==> src/rtl/ram_arb_pkg.sv <==
// Shared defaults and the in-flight read tracking entry for the RAM port arbiter.
package ram_arb_pkg;

  localparam int unsigned DEF_NREQ = 4;
  localparam int unsigned DEF_AW   = 6;
  localparam int unsigned DEF_DW   = 8;
  localparam int unsigned IDW      = $clog2(DEF_NREQ);

  typedef struct packed {
    logic           valid;
    logic           is_read;
    logic [IDW-1:0] id;
  } pipe_t;

endpackage

==> src/rtl/rr_arbiter.sv <==
// Combinational round-robin pick: first eligible requester scanning from ptr upwards, wrapping.
module rr_arbiter #(
  parameter int unsigned NREQ = 4,
  parameter int unsigned IW   = $clog2(NREQ)
) (
  input  logic [NREQ-1:0] elig_i,
  input  logic [IW-1:0]   ptr_i,
  output logic [NREQ-1:0] win_oh_o,
  output logic [IW-1:0]   win_idx_o,
  output logic            found_o
);

  int unsigned cand;
  logic [IW-1:0] ci;
  logic hit;

  always_comb begin
    win_oh_o  = '0;
    win_idx_o = '0;
    hit       = 1'b0;
    cand      = 0;
    ci        = '0;
    for (int unsigned k = 0; k < NREQ; k++) begin
      cand = (32'(ptr_i) + k) % NREQ;
      ci   = IW'(cand);
      if (!hit && elig_i[ci]) begin
        hit          = 1'b1;
        win_idx_o    = ci;
        win_oh_o[ci] = 1'b1;
      end
    end
    found_o = hit;
  end

endmodule

==> src/rtl/ram_port_arbiter.sv <==
// Round-robin sharing of one RAM port among NREQ requesters; reads return 3 cycles after arbitration.
module ram_port_arbiter
  import ram_arb_pkg::*;
#(
  parameter int unsigned NREQ = DEF_NREQ,
  parameter int unsigned AW   = DEF_AW,
  parameter int unsigned DW   = DEF_DW
) (
  input  logic             clk,
  input  logic             rst,
  input  logic [NREQ-1:0]  req,
  input  logic [NREQ-1:0]  req_we,
  input  logic [NREQ*AW-1:0] req_addr,
  input  logic [NREQ*DW-1:0] req_wdata,
  output logic [NREQ-1:0]  gnt,
  output logic [NREQ-1:0]  rvalid,
  output logic [DW-1:0]    rdata,
  output logic [AW-1:0]    ram_addr,
  output logic [DW-1:0]    ram_wdata,
  output logic             ram_we,
  output logic             ram_rd,
  input  logic [DW-1:0]    ram_q
);

  localparam int unsigned IW = $clog2(NREQ);

  logic [NREQ-1:0] gnt_q, gnt_d, rvalid_q, rvalid_d;
  logic [DW-1:0]   rdata_q, rdata_d, wdata_q, wdata_d;
  logic [AW-1:0]   addr_q, addr_d;
  logic            we_q, we_d, rd_q, rd_d;
  logic [IW-1:0]   ptr_q, ptr_d;
  pipe_t           pipe1_q, pipe1_d, pipe2_q;

  logic [NREQ-1:0] elig, win_oh;
  logic [IW-1:0]   win_idx;
  logic            found;

  // The requester granted last cycle still holds req for the same command; mask it once.
  assign elig = req & ~gnt_q;

  rr_arbiter #(.NREQ(NREQ), .IW(IW)) u_rr (
    .elig_i    (elig),
    .ptr_i     (ptr_q),
    .win_oh_o  (win_oh),
    .win_idx_o (win_idx),
    .found_o   (found)
  );

  always_comb begin
    gnt_d   = '0;
    we_d    = 1'b0;
    rd_d    = 1'b0;
    addr_d  = addr_q;
    wdata_d = wdata_q;
    ptr_d   = ptr_q;
    pipe1_d = '0;
    if (found) begin
      gnt_d           = win_oh;
      addr_d          = req_addr[32'(win_idx)*AW +: AW];
      wdata_d         = req_wdata[32'(win_idx)*DW +: DW];
      we_d            = req_we[win_idx];
      rd_d            = ~req_we[win_idx];
      ptr_d           = IW'((32'(win_idx) + 1) % NREQ);
      pipe1_d.valid   = 1'b1;
      pipe1_d.is_read = ~req_we[win_idx];
      pipe1_d.id      = IDW'(win_idx);
    end
  end

  // pipe2 lines up with ram_q of the tracked read; register both into rvalid/rdata.
  always_comb begin
    rvalid_d = '0;
    rdata_d  = rdata_q;
    for (int unsigned i = 0; i < NREQ; i++)
      rvalid_d[i] = pipe2_q.valid && pipe2_q.is_read && (pipe2_q.id == IDW'(i));
    if (pipe2_q.valid && pipe2_q.is_read)
      rdata_d = ram_q;
  end

  always_ff @(posedge clk or posedge rst) begin
    if (rst) begin
      gnt_q    <= '0;
      rvalid_q <= '0;
      rdata_q  <= '0;
      addr_q   <= '0;
      wdata_q  <= '0;
      we_q     <= 1'b0;
      rd_q     <= 1'b0;
      ptr_q    <= '0;
      pipe1_q  <= '0;
      pipe2_q  <= '0;
    end else begin
      gnt_q    <= gnt_d;
      rvalid_q <= rvalid_d;
      rdata_q  <= rdata_d;
      addr_q   <= addr_d;
      wdata_q  <= wdata_d;
      we_q     <= we_d;
      rd_q     <= rd_d;
      ptr_q    <= ptr_d;
      pipe1_q  <= pipe1_d;
      pipe2_q  <= pipe1_q;
    end
  end

  assign gnt       = gnt_q;
  assign rvalid    = rvalid_q;
  assign rdata     = rdata_q;
  assign ram_addr  = addr_q;
  assign ram_wdata = wdata_q;
  assign ram_we    = we_q;
  assign ram_rd    = rd_q;

endmodule

==> config.mk <==
export PLATFORM = sky130hd
export DESIGN_NAME = ram_port_arbiter
export DESIGN_NICKNAME = d
export VERILOG_FILES = /design/src/rtl/ram_arb_pkg.sv /design/src/rtl/rr_arbiter.sv /design/src/rtl/ram_port_arbiter.sv
export SDC_FILE = /design/constraint.sdc
export NUM_CORES = 1
export LEC_CHECK = 0
export CAP_MARGIN = 10
export CORE_MARGIN = 2
export CORE_UTILIZATION = 41
export DETAILED_ROUTE_END_ITERATION = 12
export GPL_ROUTABILITY_DRIVEN = 0
export PLACE_DENSITY_LB_ADDON = 0.05
export SLEW_MARGIN = 20
export SYNTH_ARGS = -nofsm -noshare
export SYNTH_HDL_FRONTEND = slang
export SYNTH_HIERARCHICAL = 1
export SYNTH_SLANG_ARGS = --single-unit
==> constraint.sdc <==
create_clock -name clk -period 3.2 [get_ports clk]
set_input_delay 0.64 -clock clk [delete_from_list [all_inputs] [get_ports clk]]
set_output_delay 0.64 -clock clk [all_outputs]
set_load 0.01 [all_outputs]
**Yosys cells after proc, flatten, opt, wreduce, memory -nomap -nowiden**

Cells that the tools add are included.

- Register bits after elaboration: 42
- Bits of input ports: 74
- Output and inout port bits: 32
- Logic and storage cells: 89

- Add/subtract/negate cells: 4
- $mul: 1
- Magnitude comparators: 9
- Equality and inequality tests: 3
- Shifts and indexed selects: 2
- Mux-type cells: 34
- Bitwise gates (word level): 6
- Reduce and logical (&&, ||, !) cells: 16

Operator list:

| operator | count |
|---|---|
| indexed part select 32 x 6 -> 8 bit | 1 |
| 2-to-1 mux 4 bit | 6 |
| indexed part select 24 x 6 -> 6 bit | 1 |
| < comparator 2 x 3 -> 1 bit (second input constant) | 5 |
| 2-to-1 mux 1 bit | 15 |
| logical AND 1 bit | 12 |
| OR 4 bit | 3 |
| binary-select mux 1 bit (select 2 bit) | 5 |
| demux 1 bit (select 2 bit) | 4 |
| >= comparator 2 x 1 -> 1 bit (second input constant) | 4 |
| 2-to-1 mux 2 bit | 4 |
| adder 2 x 1 -> 2 bit (second input constant) | 2 |
| adder 2 bit (second input constant) | 2 |
| bitwise AND 4 bit | 1 |
| equality test 2 bit (second input constant) | 2 |
| multiplier 2 x 2 -> 4 bit (second input constant) | 1 |
| NOT 4 bit | 1 |
| logical NOT 1 bit | 3 |
| equality test 2 x 1 -> 1 bit (second input constant) | 1 |
| logical NOT 2 bit | 1 |
| NOT 1 bit | 1 |

**Logic depth before layout (Yosys ltp)**

- Depth in word-level cells: 18
- Depth in mapped cells: 12

**By module**

The synthesis kept the hierarchy.

By module, submodules not included:

| module | instances | cells an instance | area an instance (um2) | seq. area each (um2) |
|---|---|---|---|---|
| ram_port_arbiter | 1 | 140 | 1821.7 | 1026.0 |
| rr_arbiter | 1 | 45 | 419.2 | 0.0 |

**Worst setup path before layout**

Ideal clock, no wire load.

- Kind: input port to flip-flop
- From: input req[2]
- To: register addr_q[0], in the netlist ram_addr[0]
- Arrival time: 2.640 ns
- Required time: 3.058 ns
- Path slack: 0.418 ns
- Stages: 9
- Path through: nor2b_1 mux4_2 buf_6 nor4b_4 nor2_1 a32o_1 nand2_1 clkbuf_1 o221ai_1

- Longest elaborated chain between the ends: 15
- Elaborated cells between the ends (all ways): 25
- Classes of those cells: mul: 1; shift: 1; mux: 16; bitwise: 1; reduce/logical: 6

Ends and longest elaborated chain:

| what | line | source |
|---|---|---|
| start: declaration | ram_port_arbiter.sv:11 | `input logic [NREQ-1:0] req,` |
| bitwise AND 4 bit (*) | ram_port_arbiter.sv:39 | `assign elig = req & ~gnt_q;` |
| binary-select mux 1 bit (select 2 bit) | rr_arbiter.sv:26 | `if (!hit && elig_i[ci]) begin` |
| 2-to-1 mux 1 bit (not written as such) | rr_arbiter.sv:26 |  |
| 2-to-1 mux 1 bit | rr_arbiter.sv:26 |  |
| logical NOT 1 bit | rr_arbiter.sv:26 |  |
| logical AND 1 bit | rr_arbiter.sv:26 |  |
| 2-to-1 mux 1 bit | rr_arbiter.sv:26 |  |
| logical NOT 1 bit | rr_arbiter.sv:26 |  |
| logical AND 1 bit | rr_arbiter.sv:26 |  |
| 2-to-1 mux 1 bit | rr_arbiter.sv:26 |  |
| logical NOT 1 bit | rr_arbiter.sv:26 |  |
| logical AND 1 bit | rr_arbiter.sv:26 |  |
| 2-to-1 mux 2 bit (*) | rr_arbiter.sv:26 |  |
| named net win_idx[1] | ram_port_arbiter.sv:35 | `logic [IW-1:0] win_idx;` |
| multiplier 2 x 2 -> 4 bit (*) | ram_port_arbiter.sv:59 | `addr_d = req_addr[32'(win_idx)*AW +: AW];` |
| indexed part select 24 x 6 -> 6 bit (*) | ram_port_arbiter.sv:59 |  |
| end signal: assignment | ram_port_arbiter.sv:96 | `addr_q <= addr_d;` |
| end: declaration | ram_port_arbiter.sv:29 | `logic [AW-1:0] addr_q, addr_d;` |

The timed path passes the listed nets; every way through them passes the cells marked *. The select of a mux whose other input is x is not followed.
A chain may end at the register's enable or synchronous reset.

**Final worst setup path**

- From: input req[3]
- To: register we_q, in the netlist ram_we

- Longest elaborated chain between the ends: 16
- Elaborated cells between the ends (all ways): 26
- Classes of those cells: mux: 19; bitwise: 1; reduce/logical: 6

Ends and longest elaborated chain:

| what | line | source |
|---|---|---|
| bitwise AND 4 bit (*) | ram_port_arbiter.sv:39 |  |
| named net elig[3] | ram_port_arbiter.sv:34 | `logic [NREQ-1:0] elig, win_oh;` |
| binary-select mux 1 bit (select 2 bit) | rr_arbiter.sv:26 |  |
| 2-to-1 mux 1 bit (not written as such) | rr_arbiter.sv:26 |  |
| 2-to-1 mux 1 bit | rr_arbiter.sv:26 |  |
| logical NOT 1 bit | rr_arbiter.sv:26 |  |
| logical AND 1 bit | rr_arbiter.sv:26 |  |
| 2-to-1 mux 1 bit | rr_arbiter.sv:26 |  |
| [3 not listed] | n/a |  |
| logical NOT 1 bit | rr_arbiter.sv:26 |  |
| logical AND 1 bit | rr_arbiter.sv:26 |  |
| 2-to-1 mux 2 bit (*) | rr_arbiter.sv:26 |  |
| named net win_idx[0] | ram_port_arbiter.sv:35 |  |
| binary-select mux 1 bit (select 2 bit) (*) | ram_port_arbiter.sv:61 | `we_d = req_we[win_idx];` |
| 2-to-1 mux 1 bit (not written as such) (*) | ram_port_arbiter.sv:61 |  |
| 2-to-1 mux 1 bit (*) | ram_port_arbiter.sv:57 | `if (found) begin` |
| named net we_d | ram_port_arbiter.sv:30 | `logic we_q, we_d, rd_q, rd_d;` |
| end signal: assignment | ram_port_arbiter.sv:98 | `we_q <= we_d;` |
| end: declaration | ram_port_arbiter.sv:30 |  |

Marks and branches as above.

==> results.py <==
metrics = {
    "clocking": {
        "postCtsSetupRepairBufs": 0,
        "htreeDepth": 2,
        "cts.sinks": 41,
        "cts_resized": 0,
        "cts_hold_buf": 0,
        "cts_tree": "built",
        "cts_buffers": 5,
        "root_buffer": "clkbuf_8",
        "clk_pin_slew_ns": 0.09,
        "max-clock-path-buffers": 2,
        "clkLatencyLatePin_ns": 0.29,
    },
    "cells_and_area": {
        "fillers": 416,
        "multiInputGateArea_mm2": 0.001131,
        "num-nets-final": 374,
        "diodes": 0,
        "drive_gt1_share_pct": 11.82,
        "synthToLayoutAreaGrowth_pct": 57.29,
        "final_cell_count_no_fill": 366,
        "seq_area_mm2": 0.001026,
    },
    "placement": {
        "io_buffers": 105,
        "place_hpwl_um": 4125,
        "pre_cts_ws_ns": -0.08342,
        "place_inst": 358,
    },
    "routing": {
        "wirelength_um": 5397,
        "num_vias": 1921,
        "drt-wirelength-per-cell_um": 14.75,
        "drc_errors": 0,
        "first_pass_iters": 4,
        "final_antenna_net_count": 0,
        "drt_iter0_drc": 91,
        "via_per_inst": 5.249,
    },
    "pwr": {
        "p_clk_share_pct": 8.5,
        "power-per-cell-area_mw_per_mm2": 1149,
        "combPwrFrac_pct": 69.1,
        "seqPwrFrac_pct": 22.4,
        "p_leak_nw": 1.463,
        "p_int_mw": 2.450,
        "swShare_pct": 39.51,
        "peakVddDrop_mv": 0.7046,
        "power_mw": 4.049,
        "switchingPower_mw": 1.600,
    },
    "timing": {
        "worst_slew_pin_slew_ns": 0.8238,
        "max_freq_mhz": 332.9,
        "period_needed_ns": 3.004,
        "fin_crit_sh_pct": 93.86,
        "setup_viol": 0,
        "hold_violations": 0,
        "grt_setup_unrepaired": "no",
        "setup_slack_ns": 0.1965,
        "slew_headroom_pct": 45.00,
        "clock_skew_ns": 0.006157,
        "setup_tns_ns": 0,
        "finalMaxSlewViolations": 0,
    },
    "global_route": {
        "grt_util_all_layers_pct": 17.93,
        "grt_pass1_vias": 1837,
        "antenna_found_initial": 0,
        "grt_start_max_net_pins": 42,
        "grt-ovfl-total": 0,
        "grt_pass1_wl_um": 8687,
    },
    "setup_path": {
        "cp.arrival_ns": 3.19,
        "timing_worst_setup_path_type": "in -> reg",
        "critPathCaptureType": "register",
        "cp.required_ns": 3.38,
        "critPathMaxFanout": 10,
        "cp-start-kind": "input port",
    },
    "yosys": {
        "syn_area_per_cell_um2": 12.11,
        "yosys_warnings": 6,
        "synth_cell_types": 32,
        "ys_ff_latch": 41,
        "synthCells": 185,
        "ys.flop_type": "dfrtp_1",
        "synth_nets": 264,
        "synth_edf_count": 0,
        "synth_area_mm2": 0.002241,
        "async_flop_share_pct": 100.0,
        "yosysSeqAreaShare_pct": 45.78,
    },
    "job": {
        "drv_cap": 0,
    },
    "floorplanning": {
        "die-height_um": 77.93,
        "start_util_pct": 43.05,
        "die-area_mm2": 0.006073,
        "rows": 26,
        "pin_count": 106,
        "core_mm2": 0.005205,
        "chipWidth_um": 77.93,
    },
    "worst_hold_path": {
        "hold_class": "reg -> reg",
    },
    "outcome": {
        "status": "finished, final reports clean",
    },
}
-- power groups by stage --
stage | registers, mW | logic, mW | clock network, mW
2_1_floorplan | 1.01 | 1.68 | 0
3_3_place_gp | 0.909 | 2.77 | 0
3_5_place_dp | 0.916 | 2.83 | 0
4_1_cts | 0.908 | 2.83 | 0.360
5_1_grt | 0.941 | 3.04 | 0.389
6_report | 0.906 | 2.80 | 0.346
-- per-layer routing --
metal	GRT usage [%]	wire, µm
met1	23.08	2260
met2	30.60	2760
met3	4.884	335
met4	3.158	40
met5	0	0
-- through the flow --
step                cell area, µm²  hold slack (ns)  utilization (%)
detailed placement            3431           0.3364            65.91
finish                        3525           0.3534            67.72
floorplan                     2241           0.3312                -
CTS                           3525           0.3566            67.72
global placement              3431           0.3324            65.91
global route                  3525           0.3581            67.72
-- cells in the mapped netlist, types with 2 or more instances --
library cell,number,share of area [%]
a22oi_1,8,2.7
nand2b_1,16,4.5
nor3b_1,2,0.67
nor3_1,2,0.45
mux2i_1,29,13
dfrtp_1,41,46
nor2b_1,5,1.4
clkbuf_1,4,0.67
mux4_2,3,3.0
buf_2,2,0.45
inv_1,6,1.0
ha_1,5,2.8
buf_4,3,1.0
and2_1,6,1.7
mux2_2,10,5.0
o21ai_0,5,1.1
buf_6,2,1.0
nand2_1,3,0.50
mux4_1,2,2.3
a21oi_1,2,0.45
nor2_1,5,0.84
o221ai_1,14,5.5
-- cells in the final DEF (no fill, tap or decap), types with 3 or more instances in the layout --
cell type	synthesis	layout
mux2i_1	29	29
nand2b_1	16	16
buf_4	3	7
nand2_1	3	3
a22oi_1	8	8
inv_1	6	5
clkbuf_8	0	5
nor2_1	5	5
mux2_2	10	10
buf_12	0	3
nor2b_1	5	5
dfrtp_1	41	41
clkdlybuf4s50_1	0	105
o221ai_1	14	14
mux4_2	3	3
and2_1	6	6
ha_1	5	5
o21ai_0	5	5
-- cells by family (layout without fill, tap and decap cells) --
logic type      count (synthesis)  after routing  share of synthesized area [%]
flops                          41             41                          45.78
compound gates                 33             33                          11.22
mux                            44             44                          23.34
xor+xnor                        1              1                         0.3909
simple gates                   43             43                          12.12
buf+inv                        18            129                          4.355
fa+ha+maj                       5              5                          2.792
-- registers in the layout (all words and copies together) (netlist names) --
register,count
ram_addr,6
ram_we,1
rdata,8
ram_wdata,8
ptr_q,2
rvalid,4
pipe1_q,4
pipe2_q,4
gnt,4
-- worst max-delay path, stage by stage --
cell and delay, ns:
clkdlybuf4s50_1 0.44, nor2b_1 0.31, mux4_2 0.46, and2b_2 0.26, o21ai_0 0.28, o31ai_4 0.16, mux4_2 0.46, and2_1 0.17
-- worst paths after layout --
kind                                 startpoint                       to  slack, ns  cells past startpoint
setup / recovery                         req[3]         ram_we$_DFF_PP0_       0.20                      8
max in group asynchronous                   rst  ram_addr[0]$_DFFE_PP0P_       1.85                      2
setup reg to reg           ptr_q[0]$_DFFE_PP0P_         ram_we$_DFF_PP0_       0.50                      8
hold reg to reg            pipe1_q[3]$_DFF_PP0_     pipe2_q[3]$_DFF_PP0_       0.35                      0
min in group asynchronous                   rst     rdata[3]$_DFFE_PP0P_       0.83                      2
hold / removal             pipe1_q[3]$_DFF_PP0_     pipe2_q[3]$_DFF_PP0_       0.35                      0
-- final cells by class --
type	instances	area share [%]
Timing Repair Buffer	115	33.01
Multi-Input combinational cell	126	32.09
Sequential cell	41	29.11
Tap cell	70	2.485
Clock buffer	5	1.952
Clock inverter	3	0.7100
Inverter	6	0.6390
Power figures use the tool's default switching activity.
